==> src/rtl/counter_pkg.sv <==
// Shared constants for the bounded up/down counter family.
package counter_pkg;

  localparam logic DIR_UP   = 1'b1;
  localparam logic DIR_DOWN = 1'b0;

  localparam int CNT_W_DEFAULT = 8;

endpackage : counter_pkg

==> src/rtl/counter_next.sv <==
// Combinational next-count and boundary detection for bounded_updown_counter.
// Wrap vs. saturate at the bound is selected by the COUNTER_SAT_EN macro.
module counter_next
  import counter_pkg::*;
#(
  parameter int WIDTH   = CNT_W_DEFAULT,
  parameter int MAX_VAL = (2 ** WIDTH) - 1
) (
  input  logic [WIDTH-1:0] cnt,
  input  logic             up,
  input  logic             en,
  output logic [WIDTH-1:0] nxt,
  output logic             bnd
);

  localparam logic [WIDTH:0] MAX_X = (WIDTH + 1)'(MAX_VAL);
  localparam logic [WIDTH:0] ONE_X = (WIDTH + 1)'(1);

  logic [WIDTH:0] cnt_x;

  assign cnt_x = {1'b0, cnt};

  // The wrap point is defined by the MAX_VAL compare, never by the natural
  // 2**WIDTH rollover, so the arithmetic is carried one bit wider.
  always_comb begin
    nxt = cnt;
    bnd = 1'b0;
    if (en) begin
      if (up == DIR_UP) begin
        if (cnt_x == MAX_X) begin
          bnd = 1'b1;
`ifdef COUNTER_SAT_EN
          nxt = cnt;
`else
          nxt = '0;
`endif
        end else begin
          nxt = WIDTH'(cnt_x + ONE_X);
        end
      end else begin
        if (cnt_x == '0) begin
          bnd = 1'b1;
`ifdef COUNTER_SAT_EN
          nxt = '0;
`else
          nxt = WIDTH'(MAX_X);
`endif
        end else begin
          nxt = WIDTH'(cnt_x - ONE_X);
        end
      end
    end
  end

endmodule : counter_next

==> src/rtl/bounded_updown_counter.sv <==
// Bounded up/down counter with clamped parallel load, enable and overflow pulse.
// Define COUNTER_SAT_EN for saturating bounds; default build wraps.
module bounded_updown_counter
  import counter_pkg::*;
#(
  parameter int WIDTH   = CNT_W_DEFAULT,
  parameter int MAX_VAL = (2 ** WIDTH) - 1,
  parameter int RST_VAL = 0
) (
  input  logic             clk,
  input  logic             rst_n,
  input  logic             en,
  input  logic             up,
  input  logic             load,
  input  logic [WIDTH-1:0] load_val,
  output logic [WIDTH-1:0] cnt,
  output logic             tc,
  output logic             ovf
);

  generate
    if (WIDTH < 1) begin : g_bad_width
      $error("bounded_updown_counter: WIDTH must be at least 1");
    end
    if ((MAX_VAL <= 0) || (longint'(MAX_VAL) > ((longint'(1) << WIDTH) - 1))) begin : g_bad_max
      $error("bounded_updown_counter: MAX_VAL out of range for WIDTH");
    end
    if ((RST_VAL < 0) || (RST_VAL > MAX_VAL)) begin : g_bad_rst
      $error("bounded_updown_counter: RST_VAL must lie in [0, MAX_VAL]");
    end
  endgenerate

  localparam logic [WIDTH-1:0] MAX_W = WIDTH'(MAX_VAL);
  localparam logic [WIDTH-1:0] RST_W = WIDTH'(RST_VAL);

  function automatic logic [WIDTH-1:0] clamp_load(input logic [WIDTH-1:0] v);
    logic [WIDTH:0] v_x;
    v_x = {1'b0, v};
    if (v_x > (WIDTH + 1)'(MAX_VAL)) begin
      return MAX_W;
    end
    return v;
  endfunction

  logic [WIDTH-1:0] cnt_nxt;
  logic             bnd;

  counter_next #(
    .WIDTH   (WIDTH),
    .MAX_VAL (MAX_VAL)
  ) u_next (
    .cnt (cnt),
    .up  (up),
    .en  (en),
    .nxt (cnt_nxt),
    .bnd (bnd)
  );

  // Priority: reset > load > enabled step > hold.
  always_ff @(posedge clk) begin
    if (!rst_n) begin
      cnt <= RST_W;
      ovf <= 1'b0;
    end else if (load) begin
      cnt <= clamp_load(load_val);
      ovf <= 1'b0;
    end else begin
      cnt <= cnt_nxt;
      ovf <= bnd;
    end
  end

  assign tc = ((up == DIR_UP) && (cnt == MAX_W)) || ((up == DIR_DOWN) && (cnt == '0));

endmodule : bounded_updown_counter
==> config.mk <==
export PLATFORM = sky130hd
export DESIGN_NAME = bounded_updown_counter
export DESIGN_NICKNAME = d
export VERILOG_FILES = /design/src/rtl/counter_pkg.sv /design/src/rtl/counter_next.sv /design/src/rtl/bounded_updown_counter.sv
export SDC_FILE = /design/constraint.sdc
export NUM_CORES = 1
export LEC_CHECK = 0
export ABC_AREA = 0
export CAP_MARGIN = 20
export CORE_AREA = 2 2 39 41
export CTS_BUF_LIST = sky130_fd_sc_hd__clkbuf_16
export DETAILED_ROUTE_END_ITERATION = 16
export DIE_AREA = 0 0 41 43
export DONT_BUFFER_PORTS = 1
export HOLD_SLACK_MARGIN = 0.05
export PLACE_DENSITY_LB_ADDON = 0.15
export SLEW_MARGIN = 5
export SYNTH_ARGS = -nofsm -noshare
export SYNTH_HDL_FRONTEND = slang
export SYNTH_SLANG_ARGS = --single-unit
==> constraint.sdc <==
create_clock -name clk -period 5.2 [get_ports clk]
set_clock_uncertainty 0.2 [all_clocks]
set_input_delay 1.56 -clock clk [delete_from_list [all_inputs] [get_ports clk]]
set_output_delay 1.56 -clock clk [all_outputs]
set_load 0.05 [all_outputs]
==> metrics.txt, run 1 <==
Worst Path Max Fanout 11; async set-reset flop share out of synthesis 0; root buf cell clkbuf_16; Post-CTS Setup Bufs 0; Setup crit start up; Top delay family on crit path compound AO/OA/AOI/OAI gates; PwrDens 344 nW/um2; outcome complete, no violations; Avg Vias per Cell 7.21; # rows 14; Max Cap Viol 0; io pins 23; crit path time final 4.10 ns; largest net degree at the start of global routing 15; Num CTS Buffers 3; Seq cells post-synth 9; setup_tns 0 ns; Crit Path Class input port to primary output; crit path DAT 2.34 ns; Min-Delay Endpoint cnt[6]; startpoint of the worst register-to-register path cnt[2]; via count 844; final instance area 860 um2; layout cell share with drive strength beyond 1 0.0792; CTS Hold Bufs 0; final core occ 0.621; starting density of the core 0.571; CP required 3.44 ns; Worst Tran Pin Value 0.857 ns; clock sinks 9; HP Class flip-flop to flip-flop; antenna viol nets, final 0; WHS Path Cells 2; Die Wd 41 um; worst vdd ir 152 uV; Hold Fails Final Rpt 0; Slowest-stage cell, CP o21bai_2; post-synth top area cell dfxtp_1; Ys Warns 0; total track usage 0.273; initial antenna violation count 0; maximum single-stage delay on the critical path 0.58 ns; critical path cell sequence clkinv_1 -> o21bai_2; dpl cell area 781 um2; Cells after Synth 104; synthesized area per cell 7.60 um2; Synth area leaders dfxtp_1, o211ai_1, nand3_1; vias in the first global route 747; Peak Freq 244 MHz; deepest clock path buffer count 2; CTS tree built; Residual DRC 0; Worst Setup Start Kind input port; drt total wl 2.08 mm; DIE AREA 1760 um2; part of the Yosys area used for sequential elements 0.228; Synth top area share 0.228; RD Place Congestion 0.861; Core Box Area 1380 um2; ys flop type dfxtp_1; # setup viols final 0; first-pass detailed-route iteration total 4; Initial DRC Count 22; H-Tree Depth 1; first-pass GRT wire length 3.30 mm; Synth Net Count 120; total congestion overflow 0; element type at the critical path end primary output; Buf/Inv on CP 1; IO buf count 0; end of the worst register-to-register path ovf; Leak 0.336 nW; Final Non-Filler Cells 117; NumNets Final 118; Netlist cell types 41; Worst slew margin 0.428; Post-synth EDFFs 0; RSZ-0062 raised after global routing false; Syn Std Cell Area 791 um2; fin worst setup slack 1.10 ns; worst skew pair latency 0.24 ns; max-slew violations 0; synth-to-layout area growth 8.70%; post-placement cell count 113; DP Worst Slack 1.11 ns; CTS clk-pin slew, worst paths 0.04 ns; wire per inst 17.8 um; Die Y 43 um; antenna cells 0; final clock period utilization by the worst path 0.788; CTS resizes 0; DP Wirelength 1.44 mm; depth of the most critical reg-to-reg path 4; worst hold start cnt[6]; reg2reg setup slack 2.62 ns
## through the flow
stage	hold slack [ns]	power (mW)
final	0.652	0.296
after global routing	0.666	0.310
after detailed placement	0.631	0.158
after global placement	0.608	0.157
after CTS	0.637	0.297
after floorplan	0.578	0.153
## final cells by class
| class | instances | area (um2) |
|---|---|---|
| clock buffer | 3 | 75.1 |
| multi-input combinational | 82 | 558 |
| clock inverter | 1 | 3.75 |
| sequential | 9 | 180 |
| fill | 135 | 524 |
| inverter | 6 | 22.5 |
| tap | 16 | 20.0 |
## cells by family (layout without fill, tap and decap cells)
group | Yosys count | count (layout) | synth area share
xor+xnor | 4 | 4 | 0.0443
mux | 1 | 1 | 0.0142
buf+inv | 13 | 10 | 0.0664
fa+ha+maj | 3 | 3 | 0.0475
flops | 9 | 9 | 0.228
simple gates | 37 | 37 | 0.269
compound gates | 37 | 37 | 0.331
## sequential cells by signal (all words and copies together) (netlist names)
register,cells
cnt,8
ovf,1
## cells in the final DEF, fill, tap and decap left out, drive strengths merged, types with 3 or more instances in the layout
cell    count
a21oi       7
nor2        6
o21ai       5
xnor2       3
a31oi       4
nand2       3
inv         5
dfxtp       9
nor3        4
nand3       9
ha          3
o211ai      7
or3         4
clkbuf      3
## layer usage
| layer | GRT usage | wire (um) | vias up | share of wire |
|---|---|---|---|---|
| met1 | 0.386 | 894 | 388 | 0.43 |
| met3 | 0.0419 | 152 | 11 | 0.073 |
| met2 | 0.384 | 972 | 48 | 0.47 |
| met5 | 0 | 0 | - | 0 |
| met4 | 0.140 | 57 | 0 | 0.027 |
| li1 | - | - | 397 | - |
## how the worst max path moves through the flow
stage	slack, ns	end	cells past startpoint
floorplan	0.98	tc	3
global placement	1.11	tc	2
detailed placement	1.11	tc	2
CTS	1.11	tc	2
global route	0.99	tc	3
finish	1.10	tc	2
## power breakdown
| group | switching [mW] | internal (mW) |
|---|---|---|
| logic | 0.0266 | 0.0244 |
| clock network | 0.0373 | 0.101 |
| registers | 0.0322 | 0.0748 |
| total | 0.0961 | 0.200 |
## synth_stat cells, drive strengths merged (2+ instances only)
master and number:
nand2 3, dfxtp 9, ha 3, or3 4, o211ai 7, inv 4, nand2b 2, a21oi 7
and3 2, o221ai 2, nor2 6, xnor2 3, clkinv 2, buf 4, clkbuf 3, nor3 4
a41o 2, o21ai 5, a31oi 4, nand3 9
No activity file was read; power rests on OpenSTA's default activity.
==> inputs of run 2 (changes only) <==
CORE_AREA = unset   (was 2 2 39 41)
CORE_MARGIN = 2   (was unset)
CORE_UTILIZATION = 60   (was unset)
DIE_AREA = unset   (was 0 0 41 43)
clock period = 4.19 ns   (was 5.2 ns; I/O delays follow)
==> metrics.txt, run 2 (synthesized netlist as in run 1, its figures left out) <==
Crit Path Class flip-flop to primary output; Max Cap Viol 0; NumNets Final 122; max reg flops 8; worst skew pair latency 0.23 ns; maximum single-stage delay on the critical path 0.54 ns; max-slew violations 0; antenna cells 0; Most flops, register cnt; antenna viol nets, final 0; Core Box Area 1270 um2; CTS resizes 0; IO buf count 0; setup_tns 0 ns; element type at the critical path end primary output; RD Place Congestion 0.898; largest net degree at the start of global routing 14; layout cell share with drive strength beyond 1 0.114; most frequent cells in the layout nand3_1, dfxtp_1, a21oi_1, o211ai_1, nor2_1; wire per inst 18.7 um; io pins 23; Buf/Inv on CP 1; crit path DAT 2.27 ns; worst vdd ir 181 uV; total track usage 0.304; CP required 2.73 ns; DIE AREA 1620 um2; PwrDens 420 nW/um2; deepest clock path buffer count 2; Largest regs cnt (8), ovf (1); drt total wl 2.25 mm; DP Worst Slack 0.680 ns; HP Class flip-flop to flip-flop; fin worst setup slack 0.460 ns; Worst Path Max Fanout 9; critical path cell sequence inv_1 -> ha_1 -> or4b_4 -> nor3_2 -> o21bai_2; Post-CTS Setup Bufs 0; Residual DRC 0; outcome complete, no violations; Worst Tran Pin Value 0.735 ns; Initial DRC Count 66; initial antenna violation count 0; Worst slew margin 0.509; vias in the first global route 703; Slowest-stage cell, CP dfxtp_1; synth-to-layout area growth 12.3%; H-Tree Depth 1; CTS Hold Bufs 0; Fillers 115; total congestion overflow 0; Die Wd 40.3 um; CTS clk-pin slew, worst paths 0.04 ns; first-pass GRT wire length 3.18 mm; Top delay family on crit path simple AND/OR/NAND/NOR gates; Leak 0.356 nW; final clock period utilization by the worst path 0.890; first-pass detailed-route iteration total 4; Hold Fails Final Rpt 0; Peak Freq 268 MHz; Die Y 40.3 um; Avg Vias per Cell 7.34; starting density of the core 0.623; root buf cell clkbuf_16; clock sinks 9; DP Wirelength 1.46 mm; RSZ-0062 raised after global routing false; via count 881; Num CTS Buffers 3; # rows 13; crit path time final 3.73 ns; # setup viols final 0; Worst Setup Start Kind flip-flop; CTS tree built
run 2: through the flow:
step / utilization / hold slack, ns / instances / cell area [um2] / power [mW]
floorplan: - / 0.578 / 104 / 791 / 0.189
global placement: 0.638 / 0.562 / 116 / 810 / 0.199
detailed placement: 0.638 / 0.564 / 116 / 810 / 0.202
CTS: 0.700 / 0.580 / 120 / 888 / 0.371
global route: 0.700 / 0.623 / 120 / 888 / 0.388
finish: 0.700 / 0.586 / 120 / 888 / 0.373
run 2: path summary, 6_finish.rpt:
kind / start / end / slack (ns) / cells after the start
setup / recovery: cnt[0] / tc / 0.46 / 5
setup reg to reg: cnt[0] / ovf / 1.65 / 6
hold reg to reg: cnt[5] / cnt[5] / 0.59 / 3
hold / removal: cnt[5] / cnt[5] / 0.59 / 3
run 2: power by group:
| part | internal, mW | switching (mW) |
|---|---|---|
| Combinational | 0.0343 | 0.0544 |
| Sequential | 0.0929 | 0.0240 |
| Clock | 0.125 | 0.0428 |
| Total | 0.252 | 0.121 |
run 2: metal layers:
layer	track usage	part of all wire
met5	0	0
met2	0.448	0.48
met3	0.0722	0.10
met1	0.405	0.39
met4	0.158	0.031
run 2: layout make-up:
class | instances | area, um2 | share of cell area
tap | 15 | 18.8 | 0.0211
inverter | 6 | 22.5 | 0.0254
clock inverter | 1 | 3.75 | 0.00423
timing repair buffer | 4 | 30.0 | 0.0338
clock buffer | 3 | 75.1 | 0.0845
sequential | 9 | 180 | 0.203
multi-input combinational | 82 | 558 | 0.628
run 2: worst reg2reg max path, stage by stage, from the launching register on:
cell	delay, ns
dfxtp_1	0.54
inv_1	0.23
ha_1	0.16
or4b_4	0.50
nor3_2	0.26
o21bai_2	0.34
and3_1	0.25
